$ cat config.mk
export PLATFORM = sky130hd
export DESIGN_NAME = nibble_serial_adder
export DESIGN_NICKNAME = d
export VERILOG_FILES = /design/src/rtl/nibble_serial_adder.sv
export SDC_FILE = /design/constraint.sdc
export NUM_CORES = 1
export LEC_CHECK = 0
export ABC_AREA = 1
export CORE_MARGIN = 2
export CORE_UTILIZATION = 52
export CTS_BUF_LIST = sky130_fd_sc_hd__clkbuf_8
export CTS_CLUSTER_SIZE = 25
export DETAILED_ROUTE_END_ITERATION = 10
export GPL_ROUTABILITY_DRIVEN = 0
export HOLD_SLACK_MARGIN = 0.02
export PLACE_DENSITY = 0.8
export SLEW_MARGIN = 20
export SYNTH_ARGS = -nofsm -noshare
export SYNTH_HDL_FRONTEND = slang
export SYNTH_SLANG_ARGS = --single-unit
$ cat constraint.sdc
create_clock -name clk -period 3.75 [get_ports clk]
set_input_delay 0.75 -clock clk [delete_from_list [all_inputs] [get_ports clk]]
set_output_delay 0.75 -clock clk [all_outputs]
set_load 0.05 [all_outputs]
$ cat src/rtl/nibble_serial_adder.sv
// Serial WIDTH-bit adder: one 4-bit ripple slice reused once per clock, LSB nibble first.
// Optional SERIAL_SUB_EN adds a 'sub' port for two's-complement subtraction (a - b).
module nibble_serial_adder #(
    parameter int WIDTH = 16
) (
    input  logic             clk,
    input  logic             reset_n,
    input  logic             start,
`ifdef SERIAL_SUB_EN
    input  logic             sub,
`endif
    input  logic [WIDTH-1:0] a,
    input  logic [WIDTH-1:0] b,
    input  logic             c_in,
    output logic [WIDTH-1:0] s,
    output logic             c_out,
    output logic             ovf,
    output logic             busy,
    output logic             done
);

    localparam int N  = WIDTH / 4;
    localparam int IW = (N > 1) ? $clog2(N) : 1;

    // Handshake: start is a request that is honoured only in IDLE or DONE;
    // busy is high while nibbles are being processed; done is a one-cycle
    // pulse marking s/c_out/ovf valid, which then hold until the next accept.
    typedef enum logic [1:0] {
        IDLE = 2'd0,
        RUN  = 2'd1,
        DONE = 2'd2
    } state_t;

    state_t          state;
    state_t          state_next;
    logic [WIDTH-1:0] a_q;
    logic [WIDTH-1:0] b_q;
    logic            carry_q;
    logic            sub_q;
    logic            sub_in;
    logic [IW-1:0]   idx;
    logic            accept;
    logic            last;
    logic [3:0]      a_nib;
    logic [3:0]      b_nib;
    logic [3:0]      sum_nib;
    logic [4:0]      cy;

`ifdef SERIAL_SUB_EN
    assign sub_in = sub;
`else
    assign sub_in = 1'b0;
`endif

    assign accept = start && ((state == IDLE) || (state == DONE));
    assign last   = (idx == IW'(N - 1));

    // Four full-adder cells; cy[i] is the carry into bit i, cy[4] the slice carry-out.
    always_comb begin
        a_nib   = a_q[idx*4 +: 4];
        b_nib   = b_q[idx*4 +: 4] ^ {4{sub_q}};
        sum_nib = '0;
        cy      = '0;
        cy[0]   = carry_q;
        for (int i = 0; i < 4; i++) begin
            sum_nib[i] = a_nib[i] ^ b_nib[i] ^ cy[i];
            cy[i+1]    = (a_nib[i] & b_nib[i]) | (cy[i] & (a_nib[i] ^ b_nib[i]));
        end
    end

    always_comb begin
        state_next = state;
        case (state)
            IDLE:    if (accept) state_next = RUN;
            RUN:     if (last) state_next = DONE;
            DONE:    state_next = accept ? RUN : IDLE;
            default: state_next = IDLE;
        endcase
    end

    always_ff @(posedge clk) begin
        if (!reset_n) begin
            state   <= IDLE;
            a_q     <= '0;
            b_q     <= '0;
            carry_q <= 1'b0;
            sub_q   <= 1'b0;
            idx     <= '0;
            s       <= '0;
            c_out   <= 1'b0;
            ovf     <= 1'b0;
            busy    <= 1'b0;
            done    <= 1'b0;
        end else begin
            state <= state_next;
            busy  <= (state_next == RUN);
            done  <= (state_next == DONE);
            if (accept) begin
                a_q     <= a;
                b_q     <= b;
                sub_q   <= sub_in;
                // Subtraction is a + ~b + 1, so the initial carry ignores c_in.
                carry_q <= sub_in | c_in;
                idx     <= '0;
                s       <= '0;
            end else if (state == RUN) begin
                s[idx*4 +: 4] <= sum_nib;
                carry_q       <= cy[4];
                idx           <= idx + 1'b1;
                if (last) begin
                    c_out <= cy[4];
                    ovf   <= cy[3] ^ cy[4];
                end
            end
        end
    end

endmodule

==> summary.md, run 1 <==
| Metric | Value |
|---|---|
| Status | `finished clean` |
| Final wirelength | `between 5 and 6 mm` |
| Worst EP arrival | `approximately 3.7 ns` |
| Tcrit/Tclk final | `91.7%` |
| Post-DP HPWL | `between 3 and 4 mm` |
| Netlist Area Pre-Place | `between 0.002 and 0.0025 mm^2` |
| Syn Nets | `388` |
| Die Ht | `roughly 73 um` |
| I/O Buffers | `between 50 and 60` |
| Die ar. | `roughly 0.0054 mm^2` |
| Finished Layout Cells | `455` |
| Global-route wire length before repair | `just under 9 mm` |
| CP required | `approximately 4.0 ns` |
| Starting Density | `roughly 53%` |
| Vias | `2270` |
| GRT busiest layer | `met2` |
| DR WL/cell | `11.2 um` |
| Leakage | `1.36 nW` |
| Share of layout cells above drive strength 1 | `6.23%` |
| Endpoints failing setup | `0` |
| IO Pins | `56` |
| Commonest non-fill, non-tap cell in the layout | `nor2_1` |
| Synthesized area per cell | `~7.3 um^2` |
| Tot GR Track Use | `between 20% and 30%` |
| FMAX | `291 MHz` |
| Vias/cell | `around 5` |
| Post-layout minimum cycle time | `3.44 ns` |
| # nets final | `approximately 440` |
| P_sw | `~0.40 mW` |
| Drt initial violations | `between 70 and 80` |
| Placed instance count | `approximately 440` |
| Met1 Usage GRT | `between 20% and 30%` |
| Startpoint Class | `flip-flop` |
| Synth Instances | `between 300 and 400` |
| Post-CTS Setup Bufs | `0` |
| Combinational power share | `between 15 and 20%` |
| H-tree depth | `3` |
| Total grt overflow | `0` |
| Reg-to-reg slack, setup | `roughly 0.31 ns` |
| Dpl ws | `about 0.36 ns` |
| TNS Setup | `0 ns` |
| Initial antenna violation count | `0` |
| Int Pwr | `between 1 and 1.5 mW` |
| Vias in the first global route | `2027` |
| Final ANT Viol Nets | `0` |
| Post-Route Skew | `~0.009 ns` |
| Root Driver | `clkbuf_8` |
| Remaining DRCs | `0` |
| Distinct cell type count after synthesis | `22` |
| Final WS setup | `around 0.31 ns` |
| Area grow syn2layout | `30.3%` |
| Critical path fanouts, max | `12` |
| Total power | `around 1.5 mW` |
| Sequential area share after synthesis | `45.9%` |
| Worst Tran Pin Value | `0.504 ns` |
| Max-slew violation count | `0` |
| Crit. End Element | `flip-flop` |
| Slew Limit Headroom | `about two thirds` |
| Final core occ | `roughly 70%` |
| Clock sink count | `57` |
| Met3 usage | `6.63%` |
| Maximum VDD drop | `approximately 0.22 mV` |
| Later-pin clock latency in the skew report | `about 0.33 ns` |
| Sw frac | `a little over a quarter` |
| DIE WIDTH | `73.1 um` |
| Commonest non-fill, non-tap cells in the layout | `nor2_1, dfxtp_1, o21ai_0` |
| CTS buffer count | `9` |
| Quantity of gates resized following cts | `0` |
| Number of fill cells | `approximately 420` |
| RSZ-0062 raised after global routing | `no` |
| Synth Register Bits | `57` |
| Hold Violations, Final | `0` |
| Pwr/cell area | `450 mW/mm^2` |
| Post-CTS Hold Buffers | `0` |
| Core area | `around 0.0047 mm^2` |
| Synth Warn # | `0` |
| # diodes | `0` |
| Clock power frac | `a little under two fifths` |
| Clock slew at reported path FFs | `0.07 ns` |
| Sequential share of power | `between 40% and 50%` |
| First-pass iteration count of the detailed router | `4` |
| Core Rows | `25` |
| Worst min-delay path class | `reg2reg` |
| GRT met2 Usage | `33.9%` |
| Max Cap Viol | `0` |
| Type of the worst setup path | `reg2reg` |
| Largest net degree at the start of global routing | `38` |
| CTS tree | `done` |
| Multi-input logic area | `0.00119 mm^2` |
| Register area | `about 0.0011 mm^2` |
| CTS max path bufs | `2` |
synthesized netlist by cell type, drive strengths merged:
cell      n  area share (%)
xor2      1            0.35
buf       9             2.2
nor3      1            0.20
ha        6             3.0
o21ai    61              12
clkinv    1            0.15
dfxtp    57              46
fa        4             3.2
clkbuf    6             1.0
inv      18             2.7
o22ai     8             2.0
nor2    118              18
nand3     2            0.40
nand2    38             5.9
a21oi    12             2.4
cells by family after synthesis:
kind of cell / Yosys count / share of synthesized area (%)
adders and majority gates: 10 / 6.24
xor gates and xnor gates: 1 / 0.352
and+or+nand+nor: 159 / 24.8
buffers and inverters: 34 / 6.04
DFF: 57 / 45.9
AOI/OAI and AO/OA: 81 / 16.7
metal layers:
metal  vias to the layer above  routed length [um]
li1                       1206                   -
met1                       995                2350
met2                        59                2390
met3                        10                 257
met4                         0                 104
met5                         -                   0
path summary, 6_finish.rpt:
| kind | end | depth (start not counted) | start |
|---|---|---|---|
| min | s[13] | 2 | s[13] |
| max | s[7] | 13 | idx[1] |
| max reg2reg | s[7] | 13 | idx[1] |
| min reg2reg | s[13] | 2 | s[13] |
power by group through the flow:
stage               clock, mW  sequential (mW)  combinational [mW]
floorplan                   0            0.690               0.161
global placement            0            0.681               0.250
detailed placement          0            0.681               0.254
CTS                     0.544            0.668               0.255
global route            0.576            0.672               0.290
finish                  0.535            0.668               0.254
sequential cells by signal (all words and copies together), names as in the netlist:
register / flops
a_q: 16
b_q: 16
s: 16
idx: 2
state: 2
busy: 1
c_out: 1
carry_q: 1
done: 1
ovf: 1
critical path: stages (launching register included):
cell	delay (ns)
dfxtp_1	0.54
clkinv_1	0.37
o21ai_0	0.17
o22ai_1	0.11
fa_1	0.41
fa_1	0.39
fa_1	0.43
fa_1	0.54
nand2_1	0.08
nor2_1	0.12
nand2_1	0.07
nand2_1	0.06
inv_1	0.03
nor2_1	0.06
layout make-up:
cell class              count  area share, %
repair buffers             58           17.7
well taps                  54           2.08
multi-input cells         251           36.9
clock inverters             3          0.425
inverters                  19           2.20
clock buffers              13           5.52
flip-flops and latches     57           35.2
stage by stage:
step                hold slack, ns  area, um^2
floorplan                    0.449        2490
global placement             0.455        3050
detailed placement           0.457        3050
CTS                          0.466        3240
global route                 0.491        3240
finish                       0.464        3240
No activity file was read; power rests on OpenSTA's default activity.
==> run 2, diff against run 1 <==
Settings changed: HOLD_SLACK_MARGIN 0.02 to 0.03.
==> results of run 2 <==
Same layout as run 1: the final DEF is identical, and so are final timing and power.
==> run 3, diff against run 2 <==
Settings changed: CORE_ASPECT_RATIO set to 1.4, CORE_MARGIN 2 to unset.
==> summary.md, run 3 (same netlist as run 1, synthesis figures left out) <==
| Metric | Value |
|---|---|
| CTS max path bufs | `2 (unchanged)` |
| Int Pwr | `1.15 mW (+8.2%)` |
| TNS Setup | `0 ns (unchanged)` |
| Worst-path cell chain | `clkinv_1 > o21ai_0 > o22ai_1 > fa_1 > fa_1 > fa_1 > fa_1 > nand2_1 > nor2_1 > nand2_1 > nand2_1 > inv_1 > nor2_1` |
| Status | `finished clean` |
| Crit. End Element | `flip-flop` |
| DIE WIDTH | `60.4 um (-17%)` |
| Worst Tran Pin Value | `0.525 ns (+0.0217 ns)` |
| Biggest regs | `a_q (16), b_q (16), s (16)` |
| Worst min-delay path class | `reg2reg` |
| Clock sink count | `57 (unchanged)` |
| Final ANT Viol Nets | `0 (unchanged)` |
| Area grow syn2layout | `32.1%` |
| CP max stage cell | `dfxtp_1` |
| Hold Violations, Final | `0 (unchanged)` |
| GRT met2 Usage | `41.8% (+7.8 points)` |
| CTS tree | `done` |
| Max-slew violation count | `0 (unchanged)` |
| H-tree depth | `3 (unchanged)` |
| Worst EP arrival | `3.70 ns (about the same)` |
| Commonest non-fill, non-tap cell in the layout | `nor2_1` |
| CP max stage delay | `0.53 ns (about the same)` |
| Post-Route Skew | `0.00440 ns (-0.00465 ns)` |
| CP required | `4.03 ns (about the same)` |
| Share of layout cells above drive strength 1 | `6.23% (unchanged)` |
| Die Ht | `83.8 um (+15%)` |
| CTS buffer count | `9 (unchanged)` |
| Remaining DRCs | `0 (unchanged)` |
| Sw frac | `26.1% (-1.2 points)` |
| Quantity of gates resized following cts | `0 (unchanged)` |
| GRT busiest layer | `met2` |
| IO Pins | `56 (unchanged)` |
| Vias | `2348 (+3.4%)` |
| Final wirelength | `5.57 mm (+9.2%)` |
| Core Rows | `29 (+16%)` |
| Commonest non-fill, non-tap cells in the layout | `nor2_1, dfxtp_1, o21ai_0` |
| Final instance area | `0.00328 mm^2 (+1.4%)` |
| Later-pin clock latency in the skew report | `0.34 ns (about the same)` |
| Met1 Usage GRT | `27.7% (+0.32 points)` |
| Starting Density | `54.4% (+1.0 points)` |
| Largest net degree at the start of global routing | `38 (unchanged)` |
| Combinational power share | `16.3% (-1.2 points)` |
| P_sw | `0.405 mW (+1.9%)` |
| # nets final | `442 (unchanged)` |
| Max Cap Viol | `0 (unchanged)` |
| Post-CTS Hold Buffers | `0 (unchanged)` |
| CP top delay family | `adder cells` |
| CP bufs+invs | `2 (unchanged)` |
| Type of the worst setup path | `reg2reg` |
| Vias in the first global route | `2170 (+7.1%)` |
| Drt initial violations | `173 (+120%)` |
| Met3 usage | `5.43% (-1.2 points)` |
| Maximum VDD drop | `0.305 mV (+41%)` |
| Pwr/cell area | `472 mW/mm^2 (+5.0%)` |
| Post-layout minimum cycle time | `3.43 ns (-0.0120 ns)` |
| Global-route wire length before repair | `9.42 mm (+7.0%)` |
| FMAX | `292 MHz (+0.35%)` |
| Initial antenna violation count | `0 (unchanged)` |
| Vias/cell | `5.07 (+1.6%)` |
| DR WL/cell | `12.0 um (+7.3%)` |
| Critical path fanouts, max | `12 (unchanged)` |
| Slew Limit Headroom | `64.9% (-1.5 points)` |
| Tot GR Track Use | `24.9% (+3.1 points)` |
| Core area | `0.00457 mm^2 (-1.9%)` |
| Endpoints failing setup | `0 (unchanged)` |
| Sequential share of power | `43.2% (-2.6 points)` |
| Total grt overflow | `0 (unchanged)` |
| First-pass iteration count of the detailed router | `4 (unchanged)` |
| Top cell by count, worst path | `fa_1` |
| Die ar. | `0.00507 mm^2 (-5.3%)` |
| # diodes | `0 (unchanged)` |
| I/O Buffers | `55 (unchanged)` |
| Startpoint Class | `flip-flop` |
| Clock power frac | `40.5% (+3.8 points)` |
| Post-CTS Setup Bufs | `0 (unchanged)` |
| Post-DP HPWL | `4.06 mm (+8.7%)` |
| Leakage | `1.38 nW (+0.99%)` |
| DP Area | `0.00306 mm^2 (+0.33%)` |
| RSZ-0062 raised after global routing | `no` |
| Root Driver | `clkbuf_8` |
| Clock slew at reported path FFs | `0.06 ns (about the same)` |
| Tcrit/Tclk final | `91.3% (-0.32 points)` |
run 3: changes by cell type in the layout (fill, tap and decap cells not counted):
| cell | previous run | this run |
|---|---|---|
| clkinv_2 | 2 | 0 |
| clkbuf_8 | 13 | 14 |
| bufinv_16 | 0 | 1 |
run 3: path summary, 6_finish.rpt:
path | slack [ns] | start | cells past startpoint | end
hold / removal | 0.46 | s[13] | 2 | s[13]
hold reg to reg | 0.46 | s[13] | 2 | s[13]
setup reg to reg | 0.32 | idx[1] | 13 | s[7]
setup / recovery | 0.32 | idx[1] | 13 | s[7]
run 3: worst min-delay path, stage by stage (launching register included):
cell     delay (ns)
dfxtp_1        0.31
nand2_1        0.06
a21oi_1        0.05
run 3: per-layer routing:
metal  part of all wire [%]  wire, um
met1                     42      2330
met2                     52      2880
met3                    4.0       223
met4                    2.5       141
met5                      0         0
run 3: cell type report:
class	count	area [um^2]
Clock buffer	14	193
Timing Repair Buffer	58	573
Inverter	19	71.3
Multi-Input combinational cell	251	1190
Sequential cell	57	1140
Tap cell	62	77.6
Fill cell	390	1290
Clock inverter	2	33.8
run 3: through the flow:
step	hold WS (ns)	power [mW]	worst slack (ns)	std cells	utilization [%]
after floorplan	0.449	0.851	0.685	342	-
after global placement	0.454	0.932	0.467	447	66.9
after detailed placement	0.456	0.937	0.369	447	66.9
after CTS	0.465	1.55	0.366	463	71.8
after global routing	0.495	1.62	0.0557	463	71.8
final	0.465	1.55	0.325	463	71.8
run 3: power by group through the flow:
stage               clock (mW)  sequential, mW  combinational [mW]
floorplan                    0           0.690               0.161
global placement             0           0.683               0.249
detailed placement           0           0.683               0.254
CTS                      0.629           0.671               0.255
global route             0.658           0.675               0.286
finish                   0.628           0.670               0.253
